==> config.mk <==
export PLATFORM = sky130hd
export DESIGN_NAME = threshold_frame_ctrl
export DESIGN_NICKNAME = d
export VERILOG_FILES = /design/src/rtl/threshold_pkg.sv /design/src/rtl/frame_pos_counter.sv /design/src/rtl/threshold_frame_ctrl.sv
export SDC_FILE = /design/constraint.sdc
export NUM_CORES = 1
export LEC_CHECK = 0
export CELL_PAD_IN_SITES_DETAIL_PLACEMENT = 0
export CELL_PAD_IN_SITES_GLOBAL_PLACEMENT = 1
export CORE_UTILIZATION = 30
export DETAILED_ROUTE_END_ITERATION = 7
export GPL_TIMING_DRIVEN = 0
export HOLD_SLACK_MARGIN = 0.1
export PLACE_DENSITY = 0.66
export SYNTH_ARGS = -nofsm -noshare
export SYNTH_HDL_FRONTEND = slang
export SYNTH_SLANG_ARGS = --single-unit
==> constraint.sdc <==
create_clock -name clk -period 3.1 [get_ports clk]
set_clock_uncertainty 0.1 [all_clocks]
set_input_delay 0.31 -clock clk [delete_from_list [all_inputs] [get_ports clk]]
set_output_delay 0.31 -clock clk [all_outputs]
set_load 0.01 [all_outputs]
==> src/rtl/threshold_pkg.sv <==
// Shared definitions for the threshold frame sequencer: pixel width, reset
// threshold and the sequencer state encoding.
package threshold_pkg;

  localparam int PIX_W       = 8;
  localparam int DEFAULT_THR = 127;

  typedef enum logic [1:0] {
    ST_IDLE   = 2'd0,
    ST_RUN    = 2'd1,
    ST_DRAIN  = 2'd2,
    ST_UPDATE = 2'd3
  } state_t;

endpackage

==> src/rtl/frame_pos_counter.sv <==
// Raster position counter: column wraps into row. IMG_W and IMG_H are powers
// of two, so both counters wrap naturally at their all-ones value.
module frame_pos_counter #(
  parameter int IMG_W = 64,
  parameter int IMG_H = 64
) (
  input  logic clk,
  input  logic rst,
  input  logic clr,
  input  logic inc,
  output logic is_last
);

  localparam int CW = $clog2(IMG_W);
  localparam int RW = $clog2(IMG_H);

  logic [CW-1:0] col_q, col_d;
  logic [RW-1:0] row_q, row_d;

  // Next position: clear wins over increment; row advances on column wrap.
  always_comb begin
    col_d = col_q;
    row_d = row_q;
    if (clr) begin
      col_d = '0;
      row_d = '0;
    end else if (inc) begin
      col_d = col_q + 1'b1;
      if (&col_q) begin
        row_d = row_q + 1'b1;
      end
    end
  end

  // Position registers.
  always_ff @(posedge clk or posedge rst) begin
    if (rst) begin
      col_q <= '0;
      row_q <= '0;
    end else begin
      col_q <= col_d;
      row_q <= row_d;
    end
  end

  assign is_last = (&col_q) & (&row_q);

endmodule

==> src/rtl/threshold_frame_ctrl.sv <==
// Frame sequencer for the pixel threshold unit. Streams one frame of pixels
// into the unit, owns its threshold register, and re-times the unit's binary
// output into a valid/last stream. In auto mode the frame mean becomes the
// threshold for the following frame.
//
// Handshake: a pixel transfers on a rising edge where s_valid and s_ready are
// both 1; s_ready is registered and only high in RUN. The result stream has no
// backpressure: m_data/m_last are meaningful only while m_valid is 1.
module threshold_frame_ctrl
  import threshold_pkg::*;
#(
  parameter int IMG_W       = 64,
  parameter int IMG_H       = 64,
  parameter int PIX_W       = threshold_pkg::PIX_W,
  parameter int DEFAULT_THR = threshold_pkg::DEFAULT_THR
) (
  input  logic             clk,
  input  logic             rst,
  input  logic             start,
  input  logic             cfg_auto,
  input  logic [PIX_W-1:0] cfg_thr,
  input  logic             s_valid,
  output logic             s_ready,
  input  logic [PIX_W-1:0] s_pixel,
  output logic [PIX_W-1:0] thr_pixel,
  output logic [PIX_W-1:0] thr_value,
  input  logic             bin_in,
  output logic             m_valid,
  output logic             m_data,
  output logic             m_last,
  output logic             busy,
  output logic             frame_done,
  output state_t           dbg_state
);

  localparam int LOG_N = $clog2(IMG_W * IMG_H);
  localparam int SUM_W = PIX_W + LOG_N;

  state_t             state_q, state_d;
  logic               auto_q, auto_d;
  logic [SUM_W-1:0]   sum_q, sum_d;
  logic [PIX_W-1:0]   thr_pixel_q, thr_pixel_d;
  logic [PIX_W-1:0]   thr_value_q, thr_value_d;
  logic               s_ready_q, s_ready_d;
  logic               busy_q, busy_d;
  logic               frame_done_q, frame_done_d;
  logic               drain_cnt_q, drain_cnt_d;
  logic               v1_q, v1_d, v2_q, v2_d;
  logic               l1_q, l1_d, l2_q, l2_d;

  logic accept;
  logic start_ok;
  logic is_last;

  assign accept   = s_valid & s_ready_q;
  // A start in the frame_done cycle belongs to the frame just finished.
  assign start_ok = (state_q == ST_IDLE) & start & ~frame_done_q;

  frame_pos_counter #(
    .IMG_W (IMG_W),
    .IMG_H (IMG_H)
  ) u_pos (
    .clk     (clk),
    .rst     (rst),
    .clr     (start_ok),
    .inc     (accept),
    .is_last (is_last)
  );

  // Sequencer next-state and registered-output logic.
  always_comb begin
    state_d      = state_q;
    auto_d       = auto_q;
    sum_d        = sum_q;
    thr_pixel_d  = thr_pixel_q;
    thr_value_d  = thr_value_q;
    s_ready_d    = s_ready_q;
    busy_d       = busy_q;
    frame_done_d = 1'b0;
    drain_cnt_d  = drain_cnt_q;
    // Result valid and last travel two stages, matching the unit's sample
    // edge plus its output register.
    v1_d = accept;
    v2_d = v1_q;
    l1_d = accept & is_last;
    l2_d = l1_q;
    case (state_q)
      ST_IDLE: begin
        if (start_ok) begin
          auto_d = cfg_auto;
          if (!cfg_auto) begin
            thr_value_d = cfg_thr;
          end
          sum_d     = '0;
          busy_d    = 1'b1;
          s_ready_d = 1'b1;
          state_d   = ST_RUN;
        end
      end
      ST_RUN: begin
        if (accept) begin
          thr_pixel_d = s_pixel;
          if (auto_q) begin
            sum_d = sum_q + SUM_W'(s_pixel);
          end
          if (is_last) begin
            s_ready_d   = 1'b0;
            drain_cnt_d = 1'b0;
            state_d     = ST_DRAIN;
          end
        end
      end
      ST_DRAIN: begin
        if (drain_cnt_q) begin
          state_d = ST_UPDATE;
        end else begin
          drain_cnt_d = 1'b1;
        end
      end
      ST_UPDATE: begin
        // Truncating mean: the pixel count is a power of two.
        if (auto_q) begin
          thr_value_d = sum_q[LOG_N +: PIX_W];
        end
        frame_done_d = 1'b1;
        busy_d       = 1'b0;
        state_d      = ST_IDLE;
      end
      default: state_d = ST_IDLE;
    endcase
  end

  // Sequencer state, datapath registers and result pipeline.
  always_ff @(posedge clk or posedge rst) begin
    if (rst) begin
      state_q      <= ST_IDLE;
      auto_q       <= 1'b0;
      sum_q        <= '0;
      thr_pixel_q  <= '0;
      thr_value_q  <= PIX_W'(DEFAULT_THR);
      s_ready_q    <= 1'b0;
      busy_q       <= 1'b0;
      frame_done_q <= 1'b0;
      drain_cnt_q  <= 1'b0;
      v1_q         <= 1'b0;
      v2_q         <= 1'b0;
      l1_q         <= 1'b0;
      l2_q         <= 1'b0;
    end else begin
      state_q      <= state_d;
      auto_q       <= auto_d;
      sum_q        <= sum_d;
      thr_pixel_q  <= thr_pixel_d;
      thr_value_q  <= thr_value_d;
      s_ready_q    <= s_ready_d;
      busy_q       <= busy_d;
      frame_done_q <= frame_done_d;
      drain_cnt_q  <= drain_cnt_d;
      v1_q         <= v1_d;
      v2_q         <= v2_d;
      l1_q         <= l1_d;
      l2_q         <= l2_d;
    end
  end

  assign s_ready    = s_ready_q;
  assign thr_pixel  = thr_pixel_q;
  assign thr_value  = thr_value_q;
  assign m_valid    = v2_q;
  assign m_data     = v2_q & bin_in;
  assign m_last     = l2_q;
  assign busy       = busy_q;
  assign frame_done = frame_done_q;
  assign dbg_state  = state_q;

endmodule

==> summary.txt, run 1 <==
Global route
  • Total grt overflow: 0
  • GR Util All Layers: 0.1345
  • Pin count of the biggest net entering global routing: 36
  • First-pass GRT wire length: about 12 mm
  • Initial antenna violation count: 0
  • Vias in the first global route: around 2300

Clock network
  • CTS H-tree lvls: 3
  • CTS tree: done
  • Num Clock Sinks: between 50 and 60
  • # hold bufs at CTS: 0
  • Skew-Pair Late Insertion Delay: between 0.3 and 0.4 ns
  • Postcts setup bufs: 0
  • CTS root buf: clkbuf_8
  • CTS resizes: 0
  • Clock buffer depth: 2
  • Total CTS buffers: 9
  • Worst-path clk slew: ~0.07 ns

Critical path
  • FF-to-FF setup slack: just under 0.7 ns
  • RR Startpoint: dbg_state[0]
  • Worst endpoint required time: between 3 and 4 ns
  • Arrival @ worst endpoint: 2.58 ns
  • Critical path capture point type: flip-flop
  • CP Max Fanout: 10
  • Crit path from: s_pixel[0]
  • WS Path Type: primary input to flip-flop
  • FF-to-FF path depth: 9
  • Critical path launch point type: primary input
  • RR Endpoint: sum_q[15]

Logic synthesis
  • Synth Area in Compound Gates: 0.1292
  • Mux cell area share after synthesis: 0.09135
  • Count of flip-flops with a built-in enable after synthesis: 0
  • XOR/XNOR share of the synthesized area: 0.03944
  • Ys async rst share: 1.000
  • YS warnings: 0
  • Synth Area in Adders: 0.06278
  • Mapped cell area: 3109 um^2
  • Largest family of logic cells by synthesized area: simple AND/OR/NAND/NOR gates
  • Simple-gate area share of the yosys netlist: 0.1730
  • Post-synthesis sequential area ratio: 0.4777
  • Avg Cell Area, Syn: 10.43 um^2
  • Synthesized flop and latch total: 59
  • Syn Nets: approximately 340
  • Count of cell types in the netlist: between 40 and 50
  • Ys flop type: dfrtp_1
  • Cells after Synth: between 200 and 300

Power
  • Maximum vdd drop: 201.8 uV
  • P_leak: about 1.8 nW
  • Pwr/cell area: 430.2 nW/um^2

Min path
  • Hold Path End: m_last
  • Hold_sp: l1_q
  • Hold WC Path Type: flip-flop to flip-flop
  • Cell count of the worst hold path: 0

Place
  • Pre-CTS WS: between 0.3 and 0.4 ns
  • Placed cell count: between 400 and 500
  • IO buf count: 45
  • Hpwl dp: between 4 and 5 mm
  • Gpl congestion: 0.7454

Timing
  • Min cycle time layout: roughly 2.4 ns
  • Fmax: approximately 0.41 GHz
  • RSZ-0062 raised after global routing: false
  • Measured slew at the worst slew-check pin: about 0.8 ns
  • Setup violations, final: 0
  • Max_slew headroom: 0.4777
  • Hold Fails Final Rpt: 0
  • Final worst slack: 0.6781 ns
  • Final slew viol count: 0
  • Hold WS: 0.2479 ns
  • Final period utilization: 0.7813

Final layout
  • Share of cells above drive strength 1: 0.1278
  • Post-route insts no fill: approximately 490
  • Area Overhead vs Synth: 27.81%
  • Nets: 392
  • Commonest non-fill, non-tap cells in the layout: dfrtp_1, clkdlybuf4s50_1, nand2_1
  • Fill count: slightly above 1000
  • N_diodes: 0
  • Commonest non-fill, non-tap cell in the layout: dfrtp_1
  • Final Util: 0.4010

Drt
  • Vias: 2327
  • DRT Wirelength: about 6.6 mm
  • Drt drc: 0
  • DR iter-0 viols: 94
  • WL per Instance: between 10 and 15 um
  • ANT nets after route: 0
  • Vias/cell: roughly 4.7
  • First-pass DRT Iterations: 4

Floorplan
  • Die W: 103.8 um
  • Initial Util: 0.3138
  • Row cnt: 36
  • DIE HEIGHT: 103.8 um
  • Die Footprint: between 10000 and 15000 um^2
  • I/O pin count: 46
  • Core area: between 9000 and 10000 um^2

Outcome
  • Outcome: finished, final reports clean

Job
  • Count of max-cap constraint violations: 0
[per-layer routing]
metal,share of wire,wire length (um),global-route usage
met4,0.0092,61,0.03673
met5,0,0,0
met1,0.51,3391,0.1867
met2,0.44,2931,0.2033
met3,0.039,261,0.03902
[critical path, cell delays in order]
cell and delay (ns):
clkdlybuf4s50_1 0.49, ha_1 0.19, fa_1 0.22, a21o_1 0.13, a21oi_1 0.11, o31a_1 0.33, buf_2 0.18, or4_1 0.47
a21oi_1 0.15
[worst max-delay path by stage]
stage | slack [ns] | end | depth (start not counted)
final | 0.68 | sum_q[12] | 9
after CTS | 0.66 | sum_q[15] | 9
after detailed placement | 0.31 | sum_q[18] | 9
after global placement | -0.04 | sum_q[18] | 2
after floorplan | 0.91 | sum_q[16] | 8
after global routing | 0.45 | sum_q[15] | 9
[flip-flops by register name, summed over array words and instances (netlist names)]
name	count
auto_q	1
dbg_state	2
s_ready	1
drain_cnt_q	1
busy	1
l1_q	1
m_last	1
v1_q	1
u_pos.row_q	6
sum_q	20
frame_done	1
m_valid	1
thr_value	8
u_pos.col_q	6
thr_pixel	8
[logic make-up after synthesis]
| family | Yosys count |
|---|---|
| flip-flops | 59 |
| multiplexers | 27 |
| adder cells (fa/ha/maj) | 15 |
| AND/OR/NAND/NOR | 107 |
| XOR/XNOR | 14 |
| AO/OA/AOI/OAI | 59 |
| buffers and inverters | 17 |
[power breakdown]
group / internal, mW / switching (mW)
sequential: 0.781 / 0.00517
combinational: 0.0554 / 0.0518
clock: 0.496 / 0.320
total: 1.33 / 0.377
[area by class of cell]
type / count / area [um^2] / area share
multi-input combinational: 222 / 1541 / 0.3879
clock inverter: 4 / 72.57 / 0.01826
inverter: 8 / 30.03 / 0.007557
timing repair buffer: 46 / 470.5 / 0.1184
tap: 133 / 166.4 / 0.04188
sequential: 59 / 1485 / 0.3737
buffer: 9 / 52.55 / 0.01322
clock buffer: 12 / 155.1 / 0.03904
[metrics by stage]
step / setup TNS [ns] / total power, mW / cell area, um^2
3_5_place_dp: 0 / 0.9095 / 3746
4_1_cts: 0 / 1.743 / 3974
6_report: 0 / 1.710 / 3974
5_1_grt: 0 / 1.790 / 3974
2_1_floorplan: 0 / 0.8516 / 3109
3_3_place_gp: -1.829 / 0.9061 / 3726
[cells in the mapped netlist, types with 3 or more instances]
cell / number / area [um^2]
dfrtp_1: 52 / 1301
nand2_1: 39 / 146.4
nor2_1: 26 / 97.59
a21oi_1: 25 / 125.1
mux2i_1: 16 / 160.2
ha_1: 14 / 175.2
mux2_2: 11 / 123.9
nand3_1: 11 / 55.05
xor2_1: 10 / 87.58
o21ai_0: 9 / 45.04
nand2b_1: 8 / 50.05
dfstp_2: 7 / 183.9
inv_1: 7 / 26.28
nand4_1: 5 / 31.28
o31ai_1: 5 / 37.54
a211oi_1: 4 / 30.03
clkbuf_1: 4 / 15.01
or3_1: 4 / 25.02
xnor2_1: 4 / 35.03
buf_2: 3 / 15.01
(Power assumes the default switching activity.)
==> inputs of run 2 (changes only) <==
- PLACE_DENSITY: 0.66 -> 0.68
- clock period: 3.1 -> 2.2 ns (I/O delays scaled with it)
==> summary.txt, run 2 (same netlist as run 1, synthesis figures left out) <==
Outcome
  • Outcome: finished, final reports clean

Global route
  • GR Util All Layers: 0.1386
  • Total grt overflow: 0
  • Vias in the first global route: between 2000 and 2500
  • Initial antenna violation count: 0
  • Pin count of the biggest net entering global routing: 33
  • First-pass GRT wire length: 11.96 mm

Drt
  • Vias: between 2000 and 2500
  • First-pass DRT Iterations: 4
  • ANT nets after route: 0
  • Drt drc: 0
  • Vias/cell: roughly 4.8
  • WL per Instance: approximately 14 um
  • DR iter-0 viols: between 70 and 80
  • DRT Wirelength: 6.943 mm

Floorplan
  • Core area: 9910 um^2
  • Row cnt: 36
  • Die W: 103.8 um
  • DIE HEIGHT: 103.8 um
  • Die Footprint: approximately 11000 um^2
  • I/O pin count: 46
  • Initial Util: 0.3138

Critical path
  • WS Path Type: flip-flop to flip-flop
  • Critical path launch point type: flip-flop
  • Worst endpoint required time: 2.36 ns
  • Critical path capture point type: flip-flop
  • Arrival @ worst endpoint: between 2 and 2.5 ns
  • CP Max Fanout: 7

Timing
  • Final slew viol count: 0
  • Total negative slack: 0 ns
  • Final period utilization: 0.9844
  • RSZ-0062 raised after global routing: true
  • Min cycle time layout: 2.166 ns
  • Measured slew at the worst slew-check pin: 0.7302 ns
  • Hold Fails Final Rpt: 0
  • Fmax: approximately 0.46 GHz
  • Max_slew headroom: 0.5094
  • Setup violations, final: 0
  • Hold WS: between 0.15 and 0.2 ns

Final layout
  • Commonest non-fill, non-tap cells in the layout: dfrtp_1, clkdlybuf4s50_1, nand2_1
  • Area Overhead vs Synth: 35.21%
  • Largest register by flop count: sum_q
  • Design Area, Final: between 4000 and 5000 um^2
  • Commonest non-fill, non-tap cell in the layout: dfrtp_1
  • Max reg flops: 20
  • Nets: between 400 and 500
  • Share of cells above drive strength 1: 0.2340
  • N_diodes: 0

Power
  • Combinational power share: 0.078
  • Power Internal: approximately 1.6 mW
  • Power share of the clock group: 0.397
  • Switching power: 526.5 uW
  • Maximum vdd drop: ~320 uV
  • P_leak: about 1.8 nW
  • Switching part of the total: 0.2495
  • Part of the power in registers: 0.525
  • Pwr/cell area: roughly 500 nW/um^2

Place
  • Hpwl dp: between 4 and 5 mm
  • Post-DP Area: around 3700 um^2
  • Gpl congestion: around 0.76
  • IO buf count: 45

Job
  • Count of max-cap constraint violations: 0

Clock network
  • Worst-path clk slew: ~0.070 ns
  • Skew-Pair Late Insertion Delay: roughly 0.33 ns
  • CTS H-tree lvls: 3
  • Clock buffer depth: 2
  • CTS tree: done
  • Num Clock Sinks: 59
  • Total CTS buffers: 9
  • CTS root buf: clkbuf_8

Min path
  • Hold WC Path Type: primary input to async pin
## run 2: cell count changes in the layout (fill, tap and decap cells not counted), moves of 3 or more
cell	delta
buf_4	+14
ha_1	-7
clkinv_2	+4
ha_4	+4
a211oi_1	-3
a21oi_1	-3
a21oi_2	+3
ha_2	+3
## run 2: final timing paths
| path | start | endpoint | slack [ns] | cells after the start |
|---|---|---|---|---|
| setup / recovery | dbg_state[0] | sum_q[16] | 0.03 | 7 |
| hold / removal | rst | m_last | 0.19 | 2 |
| setup reg to reg | dbg_state[0] | sum_q[16] | 0.03 | 7 |
| hold reg to reg | v1_q | m_valid | 0.25 | 0 |
| max in group asynchronous | rst | thr_value[1] | 1.15 | 3 |
| min in group clk | v1_q | m_valid | 0.25 | 0 |
## run 2: timing repair
item,CTS,global route
setup buffers,6,9
gates resized for setup,18,24
gates cloned,0,1
hold buffers,0,0
pin swaps,8,10
setup endpoints to repair,25,18
## run 2: power groups by stage
stage,Clock (mW),Combinational (mW),Sequential (mW)
after floorplan,0,0.0685,1.13
after global placement,0,0.149,1.13
after detailed placement,0,0.154,1.13
after CTS,0.873,0.157,1.11
after global routing,0.923,0.184,1.11
final,0.838,0.164,1.11
## run 2: cell type report
cell class              count  area [um^2]
fillers                   993         5705
clock inverters             6        32.53
repair buffers             62        590.6
plain buffers               9        70.07
inverters                   8        32.53
flip-flops and latches     59         1486
well taps                 133        166.4
clock buffers              10        127.6
multi-input cells         222         1698
## run 2: critical path, stage by stage (launching register included)
cell and delay [ns]:
dfrtp_2 0.45, ha_4 0.18, buf_8 0.12, nand2b_4 0.15
a221oi_4 0.28, nand4_4 0.21, or4_4 0.46, a21oi_2 0.14
## run 2: through the flow
stage,util,setup WS [ns],instances,total power [mW]
3_3_place_gp,0.3760,-0.8718,476,1.277
2_1_floorplan,-,0.009273,298,1.200
3_5_place_dp,0.3780,-0.5431,477,1.282
5_1_grt,0.4242,-0.05577,509,2.216
6_report,0.4242,0.03423,509,2.110
4_1_cts,0.4045,0.002149,499,2.138
## run 2: routing by layer
metal	vias up	part of all wire	GRT usage
met5	-	0	0
met4	0	0.011	0.03673
met3	5	0.039	0.04720
met2	52	0.45	0.2152
met1	1174	0.50	0.1837
li1	1192	-	-
==> inputs of run 3 (changes only) <==
- CAP_MARGIN: not set -> 10
==> results of run 3 <==
No change in the layout: final DEF, timing and power equal those of run 2.
